--- config.mk ---
export PLATFORM = sky130hd
export DESIGN_NAME = op_unit_scheduler
export DESIGN_NICKNAME = d
export VERILOG_FILES = /design/src/rtl/op_unit_scheduler_pkg.sv /design/src/rtl/op_unit_comb.sv /design/src/rtl/op_unit_scheduler.sv
export SDC_FILE = /design/constraint.sdc
export NUM_CORES = 1
export LEC_CHECK = 0
export BUFFER_PORTS_ARGS = -buffer_cell sky130_fd_sc_hd__buf_2
export CAP_MARGIN = 20
export CORE_MARGIN = 4
export CORE_UTILIZATION = 55
export CTS_CLUSTER_DIAMETER = 50
export DETAILED_ROUTE_END_ITERATION = 16
export PLACE_DENSITY = 0.8
export SETUP_SLACK_MARGIN = 0.5
export SYNTH_ARGS = -nofsm -noshare
export SYNTH_HDL_FRONTEND = slang
export SYNTH_HIERARCHICAL = 1
export SYNTH_SLANG_ARGS = --single-unit
--- constraint.sdc ---
create_clock -name clk -period 3.8 [get_ports clk]
set_input_delay 0.57 -clock clk [delete_from_list [all_inputs] [get_ports clk]]
set_output_delay 0.57 -clock clk [all_outputs]
set_load 0.02 [all_outputs]
--- src/rtl/op_unit_scheduler_pkg.sv ---
// rtl/op_unit_scheduler_pkg.sv - shared width, opcodes and FSM states for op_unit_scheduler
package op_unit_scheduler_pkg;

    localparam int W_DEFAULT = 5;

    localparam logic [2:0] OP_EQ   = 3'd0;
    localparam logic [2:0] OP_ORB  = 3'd1;
    localparam logic [2:0] OP_GT   = 3'd2;
    localparam logic [2:0] OP_LAND = 3'd3;
    localparam logic [2:0] OP_AND  = 3'd4;
    localparam logic [2:0] OP_SHL2 = 3'd5;
    localparam logic [2:0] OP_SHR  = 3'd6;
    localparam logic [2:0] OP_CAS  = 3'd7;

    typedef enum logic [1:0] {
        ST_IDLE  = 2'd0,
        ST_SHIFT = 2'd1,
        ST_RESP  = 2'd2
    } state_t;

endpackage

--- src/rtl/op_unit_comb.sv ---
// rtl/op_unit_comb.sv - single-cycle operators (all opcodes except the iterative SHR)
module op_unit_comb
    import op_unit_scheduler_pkg::*;
#(
    parameter int W = W_DEFAULT
) (
    input  logic [2:0]   op,
    input  logic [W-1:0] a,
    input  logic [W-1:0] b,
    output logic [W:0]   result
);

    logic [W:0] a_x;
    logic [W:0] b_x;

    assign a_x = {1'b0, a};
    assign b_x = {1'b0, b};

    always_comb begin
        result = '0;
        case (op)
            OP_EQ:   result = {{W{1'b0}}, a == b};
            OP_ORB:  result = {{W{1'b0}}, |b};
            OP_GT:   result = {{W{1'b0}}, a > b};
            OP_LAND: result = {{W{1'b0}}, (|a) && (|b)};
            OP_AND:  result = a_x & b_x;
            OP_SHL2: result = a_x << 2;
            OP_CAS:  result = (a > b) ? (a_x + b_x) : (a_x - b_x);
            default: result = '0;
        endcase
    end

endmodule

--- src/rtl/op_unit_scheduler.sv ---
// rtl/op_unit_scheduler.sv - round-robin shared operator unit with iterative shift-right
module op_unit_scheduler
    import op_unit_scheduler_pkg::*;
#(
    parameter int W = W_DEFAULT
) (
    input  logic         clk,
    input  logic         rst_n,
    input  logic         req0_valid,
    output logic         req0_ready,
    input  logic [2:0]   req0_op,
    input  logic [W-1:0] req0_a,
    input  logic [W-1:0] req0_b,
    input  logic         req1_valid,
    output logic         req1_ready,
    input  logic [2:0]   req1_op,
    input  logic [W-1:0] req1_a,
    input  logic [W-1:0] req1_b,
    output logic         rsp_valid,
    input  logic         rsp_ready,
    output logic [W:0]   rsp_data,
    output logic         rsp_id
);

    localparam int CW = $clog2(W + 1);

    state_t         state;
    state_t         state_nxt;
    logic           last_grant;
    logic           grant_id;
    logic           xfer;
    logic           is_shr;
    logic [2:0]     sel_op;
    logic [W-1:0]   sel_a;
    logic [W-1:0]   sel_b;
    logic [W-1:0]   sh_reg;
    logic [CW-1:0]  cnt;
    logic [CW-1:0]  shamt;
    logic [W:0]     comb_result;

    // On contention the requester that was not granted last wins.
    assign grant_id = (req0_valid && req1_valid) ? ~last_grant : req1_valid;
    assign sel_op   = grant_id ? req1_op : req0_op;
    assign sel_a    = grant_id ? req1_a  : req0_a;
    assign sel_b    = grant_id ? req1_b  : req0_b;
    assign xfer     = (state == ST_IDLE) && (req0_valid || req1_valid);
    assign is_shr   = (sel_op == OP_SHR);
    assign shamt    = (sel_b >= W'(W)) ? CW'(W) : CW'(sel_b);

    op_unit_comb #(.W(W)) u_comb (
        .op     (sel_op),
        .a      (sel_a),
        .b      (sel_b),
        .result (comb_result)
    );

    always_ff @(posedge clk or negedge rst_n) begin
        if (!rst_n) begin
            state <= ST_IDLE;
        end else begin
            state <= state_nxt;
        end
    end

    always_comb begin
        state_nxt = state;
        case (state)
            ST_IDLE: begin
                if (xfer) begin
                    state_nxt = (is_shr && (shamt != '0)) ? ST_SHIFT : ST_RESP;
                end
            end
            ST_SHIFT: begin
                if (cnt == CW'(1)) begin
                    state_nxt = ST_RESP;
                end
            end
            ST_RESP: begin
                if (rsp_ready) begin
                    state_nxt = ST_IDLE;
                end
            end
            default: state_nxt = ST_IDLE;
        endcase
    end

    // Readies are masked during reset so nothing looks accepted while the core is held.
    always_comb begin
        rsp_valid  = 1'b0;
        req0_ready = 1'b0;
        req1_ready = 1'b0;
        case (state)
            ST_IDLE: begin
                req0_ready = rst_n && req0_valid && !grant_id;
                req1_ready = rst_n && req1_valid && grant_id;
            end
            ST_RESP: rsp_valid = 1'b1;
            default: ;
        endcase
    end

    always_ff @(posedge clk or negedge rst_n) begin
        if (!rst_n) begin
            last_grant <= 1'b1;
            rsp_id     <= 1'b0;
            rsp_data   <= '0;
            sh_reg     <= '0;
            cnt        <= '0;
        end else begin
            if (xfer) begin
                last_grant <= grant_id;
                rsp_id     <= grant_id;
                if (is_shr) begin
                    sh_reg <= sel_a;
                    cnt    <= shamt;
                    if (shamt == '0) begin
                        rsp_data <= {1'b0, sel_a};
                    end
                end else begin
                    rsp_data <= comb_result;
                end
            end else if (state == ST_SHIFT) begin
                sh_reg <= sh_reg >> 1;
                cnt    <= cnt - CW'(1);
                // The last shift lands directly in the response register.
                if (cnt == CW'(1)) begin
                    rsp_data <= {1'b0, sh_reg >> 1};
                end
            end
        end
    end

endmodule
After elaboration in Yosys (flattened, before gate mapping)

Index checks and enable logic that the tools add are counted.

Register bits: 18
Input port bits: 31

Add/sub/neg operators: 3
Bitwise gates (word level): 2
Eq/ne operators: 16
$lt $le $gt $ge: 2
Reduce and logical (&&, ||, !) cells: 21
Multiplexer cells: 26

Operators with widths:

| cell                                                | number |
|---|---|
| case mux 6 bit (7 select lines)                     | 1 |
| two-way mux 6 bit                                   | 6 |
| two-way mux 5 bit                                   | 5 |
| two-way mux 3 bit                                   | 5 |
| equality test 3 bit, second input constant          | 4 |
| OR reduction 5 bit                                  | 2 |
| logical AND 1 bit                                   | 8 |
| two-way mux 2 bit                                   | 4 |
| adder 5 x 5 -> 6 bit                                | 1 |
| equality test 3 x 1 -> 1 bit, second input constant | 2 |
| equality test 3 x 2 -> 1 bit, second input constant | 2 |
| logical NOT 3 bit                                   | 2 |
| != test 2 bit, second input constant                | 3 |
| case mux 2 bit (3 select lines)                     | 1 |
| AND reduction 3 bit                                 | 2 |
| subtractor 5 x 5 -> 6 bit                           | 1 |
| AND 5 bit                                           | 1 |
| equality test 5 bit                                 | 1 |
| >= comparator 5 x 3 -> 1 bit, second input constant | 1 |
| greater-than comparator 5 bit                       | 1 |
| two-way mux 1 bit                                   | 4 |
| nonzero test 2 bit                                  | 2 |
| != test 3 x 2 -> 1 bit, second input constant       | 1 |
| nonzero test 3 bit                                  | 1 |
| 9 further kinds                                     | 9 |

Logic depth before layout (Yosys ltp)

Gate-level depths: netlist (run 1).

Depth in word-level cells: 10
Depth in mapped cells: 17
Mapped depth without buffers: 14

Hierarchy

The synthesis (run 1) kept the hierarchy.

Modules (own cells, without submodules):

| module            | area an instance (µm²) | instances | cells an instance |
|---|---|---|---|
| op_unit_scheduler | 1256.2                 | 1         | 164 |
| op_unit_comb      | 671.9                  | 1         | 95 |

Least setup slack after synthesis (run 1)

OpenSTA, ideal clock, no wires.

Path type: in2reg
From: input port req0_valid
To: register rsp_data[2]
Required time: 3.679 ns
Slack: 0.388 ns
Stages: 16
Arrival time: 3.291 ns
Path through: buf_4 a21boi_4 clkbuf_1 nand2_1 nand2_1 inv_1 ha_1 fa_1 nor2b_1 o21bai_2 and3b_1 o31a_1 a211o_1 nand3_1 nand3_1 o22a_1

Longest elaborated chain between the ends: 8
Elaborated cells on any way between the ends: 31
Those cells by class: add/sub (2); order compare (2); eq/ne (8); mux (10); bitwise (1); reduce/logical (8)

Ends and longest elaborated chain:

| item                                                    | RTL line                 | source |
|---|---|---|
| start: declaration                                      | op_unit_scheduler.sv:9   | `input logic req0_valid,` |
| logical AND 1 bit (*)                                   | op_unit_scheduler.sv:42  | `assign grant_id = (req0_valid && req1_valid) ? ~last_grant : req1_valid;` |
| two-way mux 1 bit (*)                                   | op_unit_scheduler.sv:42  |  |
| two-way mux 5 bit (*)                                   | op_unit_scheduler.sv:44  | `assign sel_a = grant_id ? req1_a : req0_a;` |
| named net sel_a[0]                                      | op_unit_scheduler.sv:34  | `logic [W-1:0] sel_a;` |
| subtractor 5 x 5 -> 6 bit, or another cell as far along | op_unit_comb.sv:28       | `OP_CAS: result = (a > b) ? (a_x + b_x) : (a_x - b_x);` |
| two-way mux 6 bit                                       | op_unit_comb.sv:28       |  |
| case mux 6 bit (7 select lines) (*)                     | op_unit_comb.sv:21       | `case (op)` |
| named net comb_result[2]                                | op_unit_scheduler.sv:39  | `logic [W:0] comb_result;` |
| two-way mux 6 bit (*)                                   | op_unit_scheduler.sv:113 | `if (is_shr) begin` |
| two-way mux 6 bit (*)                                   | op_unit_scheduler.sv:110 | `if (xfer) begin` |
| end signal: assignment                                  | op_unit_scheduler.sv:117 | `rsp_data <= {1'b0, sel_a};` |
| end signal: assignment                                  | op_unit_scheduler.sv:120 | `rsp_data <= comb_result;` |
| end signal: assignment                                  | op_unit_scheduler.sv:127 | `rsp_data <= {1'b0, sh_reg >> 1};` |
| end: declaration                                        | op_unit_scheduler.sv:21  | `output logic [W:0] rsp_data,` |

Mark *: on every way through the listed nets, which the timed path passes. The rest lies on a longest branch. The select of a mux whose other input is x is not followed.
A chain may end at the register's enable or synchronous reset.

Worst setup path after layout (run 1)

From: register last_grant
To: register rsp_data[2]

Longest elaborated chain between the ends: 8
Elaborated cells on any way between the ends: 27
Those cells by class: add/sub (2); order compare (2); eq/ne (8); mux (10); bitwise (2); reduce/logical (3)

Ends and longest elaborated chain:

| item                            | RTL line                 | source |
|---|---|---|
| start: declaration              | op_unit_scheduler.sv:29  | `logic last_grant;` |
| start signal: assignment        | op_unit_scheduler.sv:111 | `last_grant <= grant_id;` |
| NOT 1 bit                       | op_unit_scheduler.sv:42  |  |
| two-way mux 1 bit               | op_unit_scheduler.sv:42  |  |
| two-way mux 5 bit               | op_unit_scheduler.sv:44  |  |
| named net sel_a[3]              | op_unit_scheduler.sv:34  |  |
| greater-than comparator 5 bit   | op_unit_comb.sv:28       |  |
| two-way mux 6 bit               | op_unit_comb.sv:28       |  |
| case mux 6 bit (7 select lines) | op_unit_comb.sv:21       |  |
| named net comb_result[2]        | op_unit_scheduler.sv:39  |  |
| two-way mux 6 bit               | op_unit_scheduler.sv:113 |  |
| two-way mux 6 bit               | op_unit_scheduler.sv:110 |  |

The timed path passes the listed nets, and every way through them passes these cells. The select of a mux whose other input is x is not followed.

==> results_dict.tcl, run 1 <==
set metrics [dict create \
    status "finished clean" \
    dr.pass1.iters 5 \
    diodes 0 \
    cts-buffers-inserted 3 \
    pwr-share-seq 0.264 \
    synthesis.area_um2 1928 \
    critPathArrivalTime_ns 3.37 \
    tightest_slew_ns 0.7735 \
    vdd_drop_max_v 0.0003934 \
    setup_viol 0 \
    vias 2171 \
    cp_common_cell "nand3_1" \
    grt_pass1_vias 1969 \
    grt_overflow_total 0 \
    grt_pass1_wl_um 8956 \
    cts-htree-levels 1 \
    synth_top_area_frac 0.2077 \
    cts_buffer_depth 2 \
    layout_commonest_cell "nand2_1" \
    antenna_found_initial 0 \
    ys_seq_elements 17 \
    fillers 316 \
    critPathCaptureType "flop" \
    syn_inst 259 \
    switching_share 0.4819 \
    powerDensity_nw_per_um2 539.8 \
    finalWirelength_um 5734 \
    critPathLaunchType "flop" \
    die_w_um 67.21 \
    synthesis.nets 304 \
    skew_ns 0.008166 \
    area_delta_synth_final_pct 19.34 \
    core_um2 3363 \
    clk_pin_slew_ns 0.10 \
    p_sw_w 0.0005986 \
    critPathMaxFanout 6 \
    drive_gt1_frac 0.2581 \
    slew_viol_final 0 \
    synth_edf_count 0 \
    period_share 0.8382 \
    drc 0 \
    synth_area_leader_cell "dfrtp_1" \
    clockPowerShare 0.077 \
    cpMaxStageDelayCell "dfstp_2" \
    drt_iter0_markers 163 \
    die_h_um 67.21 \
    placed_area_um2 2176 \
    viasPerCell 6.098 \
    rsz0062_at_grt "false" \
    hold_buffers 0 \
    track_usage 0.2551 \
    met2_usage 0.4429 \
    period_minus_slack_ns 3.185 \
    grt_use_met1 0.3413 \
    hold_viol 0 \
    wl_per_cell_um 16.11 \
    path_cells "a21bo_4, buf_4, mux2_2, ha_1, nand2_2, o21bai_2, and3b_1, o31a_1, a211o_1, nand3_1, nand3_1, o22a_1" \
    grtUsageMet3 0.006656 \
    drv_cap 0 \
    cts_sinks 17 \
    yosysSeqAreaShare 0.2213 \
    synth_ff_type "dfrtp_1" \
    final_cell_area_um2 2301 \
    p_comb_frac 0.659 \
    initial_core_util 0.5733 \
    slew_headroom 0.4812 \
    clk_latency_ns 0.29 \
    fin_total_pwr_w 0.001242 \
    power.leakage_nw 1.105 \
    intPower_w 0.0006435 \
    crit_type "reg -> reg" \
    fin_tns_setup_ns 0 \
    cts-root-buf "clkbuf_4" \
    nets 356 \
    synth_area_per_cell_um2 7.444 \
    grt_max_degree 20 \
    async_flop_share 1.000 \
    io_pins 41 \
    cp_data_required_time_ns 3.98 \
    ys_warn_count 6 \
    antenna_left 0 \
    dieArea_um2 4517 \
    core.rowCount 21 \
    gp_congestion 0.9946 \
    largest_reg_flops 6 \
    cts_tree "done" \
    synth.distinct_cells 60 \
    hold_path_class "in -> async" \
    top_usage_layer "met2" \
    yosys-top-cells-area "dfrtp_1 (21%), nand2_1 (10%), ha_1 (7.8%)" \
    dpl.hpwl_um 4386 \
    layout_common_cells "nand2_1 (53), buf_2 (40), o21ai_0 (18)" \
    fmax_ghz 0.3140 \
    port_buffers 40 \
    cpPeakStageDelay_ns 0.61 \
]
-- path summary, 6_finish.rpt --
check | from | endpoint | cells after the start | slack [ns]
setup / recovery | last_grant$_DFFE_PN1P_ | rsp_data[2]$_DFFE_PN0P_ | 12 | 0.61
max in group asynchronous | rst_n | last_grant$_DFFE_PN1P_ | 1 | 3.29
setup reg to reg | last_grant$_DFFE_PN1P_ | rsp_data[2]$_DFFE_PN0P_ | 12 | 0.61
hold reg to reg | sh_reg[1]$_DFFE_PN0P_ | sh_reg[1]$_DFFE_PN0P_ | 1 | 0.49
min in group clk | rsp_ready | state[1]$_DFFE_PN0P_ | 2 | 0.46
hold / removal | rst_n | state[1]$_DFFE_PN0P_ | 1 | 0.19
-- per-layer routing --
layer	share of wire	vias to the layer above
met5	0	-
met3	0.056	13
li1	-	1039
met1	0.44	1023
met2	0.49	96
met4	0.018	0
-- power groups by stage --
stage          registers [W]  clock network [W]  logic (W)
2_1_floorplan       0.000361                  0   0.000521
3_3_place_gp        0.000322                  0   0.000757
3_5_place_dp        0.000325                  0   0.000762
4_1_cts             0.000323          0.0000973   0.000769
5_1_grt             0.000338           0.000104   0.000904
6_report            0.000328          0.0000961   0.000818
-- cell usage after synthesis (3+ instances only) --
cell	number
o21a_1	3
and3_1	3
nor2_1	13
a21o_1	3
a21oi_1	17
o22a_1	6
nand3_1	14
o21ai_0	18
dfrtp_1	16
nor3_1	6
ha_1	12
inv_1	17
nand3b_1	4
mux2_2	4
nand2_1	53
nor2b_1	6
buf_4	3
buf_2	4
a211oi_1	6
-- worst max-delay path: cells and delay by family, from the launching register on --
kind / cells / cell delay, ns
and+or+nand+nor: 4 / 0.44
buffers and inverters: 1 / 0.13
adders and majority gates: 1 / 0.33
muxes: 1 / 0.39
DFF: 1 / 0.61
AOI/OAI and AO/OA: 5 / 1.16
-- cell families (layout without fill, tap and decap cells) --
family          count (synthesis)  in the layout  share of synthesized area
compound gates                 79             80                     0.2823
fa+ha+maj                      14             14                    0.09864
buf+inv                        26             76                    0.06294
flops                          17             17                     0.2213
mux                             8              8                    0.04542
simple gates                  115            115                     0.2894
-- through the flow --
| stage | util | hold slack [ns] | setup WS, ns | std cells |
|---|---|---|---|---|
| after floorplan | - | 0.2744 | 0.5344 | 259 |
| after global placement | 0.6469 | 0.4588 | 0.3260 | 342 |
| final | 0.6842 | 0.1902 | 0.6149 | 356 |
| after CTS | 0.6566 | 0.1972 | 0.5822 | 346 |
| after global routing | 0.6842 | 0.2036 | 0.4578 | 356 |
| after detailed placement | 0.6469 | 0.4658 | 0.2943 | 342 |
-- layout make-up --
type / instances / area, um2 / area share
Clock buffer: 4 / 26.28 / 0.01142
Inverter: 17 / 63.81 / 0.02773
Sequential cell: 17 / 426.7 / 0.1854
Multi-Input combinational cell: 217 / 1414 / 0.6145
Tap cell: 46 / 57.56 / 0.02501
Timing Repair Buffer: 55 / 312.8 / 0.1359
-- what timing repair did --
| item | 4_1_cts | 5_1_grt |
|---|---|---|
| resized for setup | 1 | 4 |
| pin swaps | 0 | 1 |
| endpoints found under the setup margin | 2 | 4 |
| setup buffers | 0 | 9 |
| gates cloned | 0 | 1 |
| hold endpoints to repair | 0 | 0 |
Power figures use the tool's default switching activity.
==> inputs of run 2 (changes only) <==
--- a/config.mk
+++ b/config.mk
@@ -8,10 +8,10 @@
 export BUFFER_PORTS_ARGS = -buffer_cell sky130_fd_sc_hd__buf_2
 export CAP_MARGIN = 20
 export CORE_MARGIN = 4
-export CORE_UTILIZATION = 55
+export CORE_UTILIZATION = 50
 export CTS_CLUSTER_DIAMETER = 50
 export DETAILED_ROUTE_END_ITERATION = 16
-export PLACE_DENSITY = 0.8
+export PLACE_DENSITY = 0.77
 export SETUP_SLACK_MARGIN = 0.5
 export SYNTH_ARGS = -nofsm -noshare
 export SYNTH_HDL_FRONTEND = slang
==> constraint.sdc (replaced) <==
create_clock -name clk -period 2.7 [get_ports clk]
set_input_delay 0.405 -clock clk [delete_from_list [all_inputs] [get_ports clk]]
set_output_delay 0.405 -clock clk [all_outputs]
set_load 0.02 [all_outputs]
==> results_dict.tcl, run 2 (synthesis gave the netlist of run 1 again) <==
set metrics [dict create \
    cts-buffers-inserted 3 \
    p_sw_w 0.0009826 \
    track_usage 0.2854 \
    setup_ws_ns -0.2654 \
    drive_gt1_frac 0.4209 \
    multi_input_area_um2 1589 \
    gp_congestion 0.9686 \
    die_w_um 70.10 \
    highest_layer "met4" \
    wl_met3_um 537 \
    clk_pin_slew_ns 0.06 \
    hold_viol 0 \
    tightest_slew_ns 0.7740 \
    core_um2 3689 \
    p_comb_frac 0.705 \
    cts-root-buf "clkbuf_8" \
    critPathArrivalTime_ns 3.10 \
    fin_tns_setup_ns -1.214 \
    power.leakage_nw 1.376 \
    die_h_um 70.10 \
    clockPowerShare 0.085 \
    critPathCaptureType "flop" \
    switching_share 0.4510 \
    skew_ns 0.001260 \
    fmax_ghz 0.3372 \
    violations "setup timing" \
    hold_buffers 0 \
    drt_iter0_markers 233 \
    io_pins 41 \
    core.rowCount 22 \
    fin_total_pwr_w 0.002179 \
    nets 400 \
    status "complete, but fails checks" \
    cts-htree-levels 1 \
    dieArea_um2 4914 \
    antenna_found_initial 0 \
    period_share 1.098 \
    crit_type "reg -> reg" \
    cts_sinks 17 \
    grt_pass1_vias 2416 \
    drv_cap 0 \
    layout_common_cells "buf_4 (52), nand2_1 (48), buf_2 (40)" \
    diodes 0 \
    viasPerCell 6.174 \
    placed_area_um2 2495 \
    rsz0062_at_grt "true" \
    grt_pass1_wl_um 11380 \
    wl_per_cell_um 17.48 \
    drc 0 \
    intPower_w 0.001196 \
    antenna_left 0 \
    ff_latch_area_um2 426.7 \
    vdd_drop_max_v 0.0006646 \
    grt_overflow_total 0 \
    period_minus_slack_ns 2.965 \
    rr_worst_depth 13 \
    initial_core_util 0.5227 \
    powerDensity_nw_per_um2 765.7 \
    setup_viol 6 \
    wl_met2_um 3498 \
    fillers 282 \
    hold_path_class "in -> async" \
    critPathLaunchType "flop" \
    grt_max_degree 20 \
    cts_tree "done" \
    port_buffers 40 \
    cts_buffer_depth 2 \
    cp_data_required_time_ns 2.84 \
    dr.pass1.iters 5 \
    area_delta_synth_final_pct 47.57 \
    vias 2482 \
    dpl.hpwl_um 4982 \
    layout_commonest_cell "buf_4" \
    met1Wirelength_um 2721 \
    clk_latency_ns 0.25 \
    finalWirelength_um 7025 \
    final_cell_area_um2 2845 \
    post-place-ws_ns -0.5145 \
    slew_viol_final 0 \
    critPathMaxFanout 5 \
    largest_reg_flops 6 \
    slew_headroom 0.4809 \
    pwr-share-seq 0.210 \
]
## run 2: changes by cell type in the layout (fill, tap and decap cells not counted), sizes merged
cell,delta
buf,+43
a21boi,+1
## run 2: what timing repair did
action | CTS | global route
cloned | 2 | 0
setup buffers | 10 | 3
resized for setup | 33 | 6
endpoints found under the setup margin | 6 | 8
pin swaps | 19 | 4
## run 2: worst paths after layout
check                                             from                      end  slack [ns]
worst min register to register   sh_reg[2]$_DFFE_PN0P_    sh_reg[2]$_DFFE_PN0P_        0.48
worst max-delay path            last_grant$_DFFE_PN1P_  rsp_data[2]$_DFFE_PN0P_       -0.27
min in group clk                             rsp_ready     state[1]$_DFFE_PN0P_        0.34
max in group asynchronous                        rst_n   last_grant$_DFFE_PN1P_        2.30
worst min-delay path                             rst_n    sh_reg[4]$_DFFE_PN0P_        0.08
worst max register to register  last_grant$_DFFE_PN1P_  rsp_data[2]$_DFFE_PN0P_       -0.27
## run 2: cell type report
class,count,share of cell area
Inverter,17,0.02331
Multi-Input combinational cell,218,0.5585
Sequential cell,17,0.1500
Tap cell,48,0.02111
Clock buffer,4,0.01583
Timing Repair Buffer,98,0.2313
## run 2: metrics by stage
step | std cells | hold slack (ns) | util
2_1_floorplan | 259 | 0.1094 | -
5_1_grt | 402 | 0.09966 | 0.7714
3_3_place_gp | 383 | 0.3499 | 0.6764
4_1_cts | 399 | 0.07759 | 0.7575
3_5_place_dp | 383 | 0.3469 | 0.6764
6_report | 402 | 0.07601 | 0.7714
## run 2: power by group through the flow
stage	clock (W)	sequential, W	combinational [W]
after floorplan	0	0.000508	0.000750
after global placement	0	0.000448	0.00124
after detailed placement	0	0.000454	0.00125
after CTS	0.000188	0.000455	0.00144
after global routing	0.000201	0.000470	0.00165
final	0.000184	0.000458	0.00154
## run 2: layer usage
| metal | vias up | GRT usage |
|---|---|---|
| met3 | 40 | 0.04460 |
| li1 | 1122 | - |
| met5 | - | 0 |
| met4 | 0 | 0.1128 |
| met2 | 146 | 0.5016 |
| met1 | 1174 | 0.3454 |
## run 2: critical path: stages, from the launching register on
cell      delay [ns]
dfstp_2         0.56
a21bo_4         0.20
mux2_4          0.22
buf_6           0.12
inv_4           0.04
fa_2            0.41
nor2b_4         0.16
o21bai_4        0.10
and3b_1         0.20
o31a_1          0.24
a211o_1         0.26
nand3_2         0.07
nand3_2         0.07
o22a_1          0.19
==> inputs of run 3 (changes only) <==
--- a/config.mk
+++ b/config.mk
@@ -7,6 +7,7 @@
 export LEC_CHECK = 0
 export BUFFER_PORTS_ARGS = -buffer_cell sky130_fd_sc_hd__buf_2
 export CAP_MARGIN = 20
+export CORE_ASPECT_RATIO = 1.5
 export CORE_MARGIN = 4
 export CORE_UTILIZATION = 50
 export CTS_CLUSTER_DIAMETER = 50
==> constraint.sdc (replaced) <==
create_clock -name clk -period 2.7 [get_ports clk]
set_input_delay 0.27 -clock clk [delete_from_list [all_inputs] [get_ports clk]]
set_output_delay 0.27 -clock clk [all_outputs]
set_load 0.02 [all_outputs]
==> results_dict.tcl, run 3 (synthesis gave the netlist of run 1 again) <==
set metrics [dict create \
    cts_sinks 17 \
    critPathArrivalTime_ns 3.15 \
    drt_iter0_markers 219 \
    grt_pass1_wl_um 11070 \
    cts_tree "done" \
    drc 0 \
    clk_latency_ns 0.25 \
    post-place-ws_ns -0.3751 \
    diodes 0 \
    fillers 283 \
    reg2reg_from "last_grant$_DFFE_PN1P_" \
    clk_pin_slew_ns 0.07 \
    vdd_drop_max_v 0.0009409 \
    viasPerCell 6.136 \
    core.rowCount 27 \
    r2r_end "rsp_data[4]$_DFFE_PN0P_" \
    hold_path_end "state[1]$_DFFE_PN0P_" \
    r2r_slack_ns -0.30 \
    timing.hold.ws_ns 0.2100 \
    port_buffers 40 \
    grt_overflow_total 0 \
    min_delay_path_depth 2 \
    cts-root-buf "clkbuf_8" \
    hold_path_class "in -> reg" \
    critPathLaunchType "flop" \
    slew_headroom 0.6886 \
    area_delta_synth_final_pct 44.45 \
    grt_max_degree 20 \
    cts-htree-levels 1 \
    period_minus_slack_ns 2.995 \
    fin_tns_setup_ns -1.397 \
    layout_common_cells "nand2_1 (50), buf_4 (49), buf_2 (40)" \
    grt_pass1_vias 2409 \
    power.leakage_nw 1.331 \
    powerDensity_nw_per_um2 776.7 \
    post-route-util 0.7564 \
    dpl.hpwl_um 5169 \
    fin_total_pwr_w 0.002163 \
    critPathMaxFanout 5 \
    gp_congestion 0.9257 \
    rr_worst_depth 16 \
    crit_type "reg -> reg" \
    drive_gt1_frac 0.3994 \
    fmax_ghz 0.3339 \
    core_um2 3682 \
    nets 394 \
    drv_cap 0 \
    largest_reg_flops 6 \
    io_pins 41 \
    min_from "rsp_ready" \
    die_h_um 84.06 \
    status "complete, but fails checks" \
    cts-buffers-inserted 3 \
    wl_per_cell_um 17.77 \
    cts_buffer_depth 2 \
    hold_viol 0 \
    skew_ns 0.004880 \
    tightest_slew_ns 0.4671 \
    dieArea_um2 4934 \
    antenna_found_initial 0 \
    setup_viol 6 \
    setup_ws_ns -0.2951 \
    dr.pass1.iters 7 \
    period_share 1.109 \
    slew_viol_final 0 \
    die_w_um 58.71 \
    violations "setup timing" \
    initial_core_util 0.5236 \
    layout_commonest_cell "nand2_1" \
    critPathCaptureType "flop" \
    finalWirelength_um 6948 \
    track_usage 0.2843 \
    vias 2399 \
    rsz0062_at_grt "true" \
    cp_data_required_time_ns 2.86 \
    antenna_left 0 \
]
run 3: cell count changes in the layout (fill, tap and decap cells not counted), moves of 2 or more:
cell,change
o21ai_1,+2
nand2_2,-4
buf_6,-3
nand2_4,+2
o21ai_2,-2
buf_4,-3
nand2_1,+2
run 3: cell type report:
| cell class | instances | area, um2 | share of cell area |
|---|---|---|---|
| inverters | 17 | 68.82 | 0.02471 |
| clock inverters | 1 | 5.005 | 0.001797 |
| multi-input cells | 217 | 1578 | 0.5665 |
| repair buffers | 93 | 611.8 | 0.2197 |
| flip-flops and latches | 17 | 426.7 | 0.1532 |
| clock buffers | 3 | 41.29 | 0.01482 |
| well taps | 43 | 53.80 | 0.01932 |
run 3: worst max-delay path, cell delays in order, from the launching register on:
cell and delay (ns):
dfstp_2 0.56, a21bo_4 0.18, buf_6 0.12, nand2_4 0.04, nand2_4 0.08, inv_4 0.04, ha_4 0.15, fa_2 0.38
nor2b_4 0.18, buf_6 0.12, buf_6 0.08, o21a_1 0.18, o22a_1 0.23, nor3_2 0.08, o31ai_2 0.27, nand3_1 0.11
o211ai_1 0.10
run 3: repair_timing:
action                                  in CTS  in global routing
pin swaps                                    9                 14
gates resized for setup                     25                 12
hold endpoints to repair                    16                  0
endpoints found under the setup margin       6                  8
buffers inserted                             4                  3
gates cloned                                 1                  0
hold buffers                                 1                  0
run 3: report_power, final:
part | internal, W | switching [W] | total [W]
Combinational | 0.000703 | 0.000821 | 0.00152
Sequential | 0.000376 | 0.0000771 | 0.000453
Clock | 0.000102 | 0.0000846 | 0.000187
run 3: worst max-delay path by stage:
| stage | startpoint | cells after the start | slack, ns | to |
|---|---|---|---|---|
| after floorplan | last_grant$_DFFE_PN1P_ | 16 | -0.26 | rsp_data[2]$_DFFE_PN0P_ |
| after global placement | last_grant$_DFFE_PN1P_ | 11 | -0.25 | rsp_data[2]$_DFFE_PN0P_ |
| after detailed placement | last_grant$_DFFE_PN1P_ | 11 | -0.38 | rsp_data[4]$_DFFE_PN0P_ |
| after CTS | last_grant$_DFFE_PN1P_ | 11 | -0.19 | rsp_data[4]$_DFFE_PN0P_ |
| after global routing | last_grant$_DFFE_PN1P_ | 16 | -0.41 | rsp_data[4]$_DFFE_PN0P_ |
| final | last_grant$_DFFE_PN1P_ | 16 | -0.30 | rsp_data[4]$_DFFE_PN0P_ |
run 3: routing by layer:
layer,GRT usage,vias to the layer above,wire length [um]
met5,0,-,0
li1,-,1113,-
met4,0.1608,0,376
met2,0.5015,118,3578
met1,0.3120,1126,2623
met3,0.03870,42,370
run 3: stage by stage:
stage               cells  cell area, um2
finish                391            2785
global placement      378            2485
floorplan             259            1958
CTS                   388            2711
global route          391            2785
detailed placement    378            2485
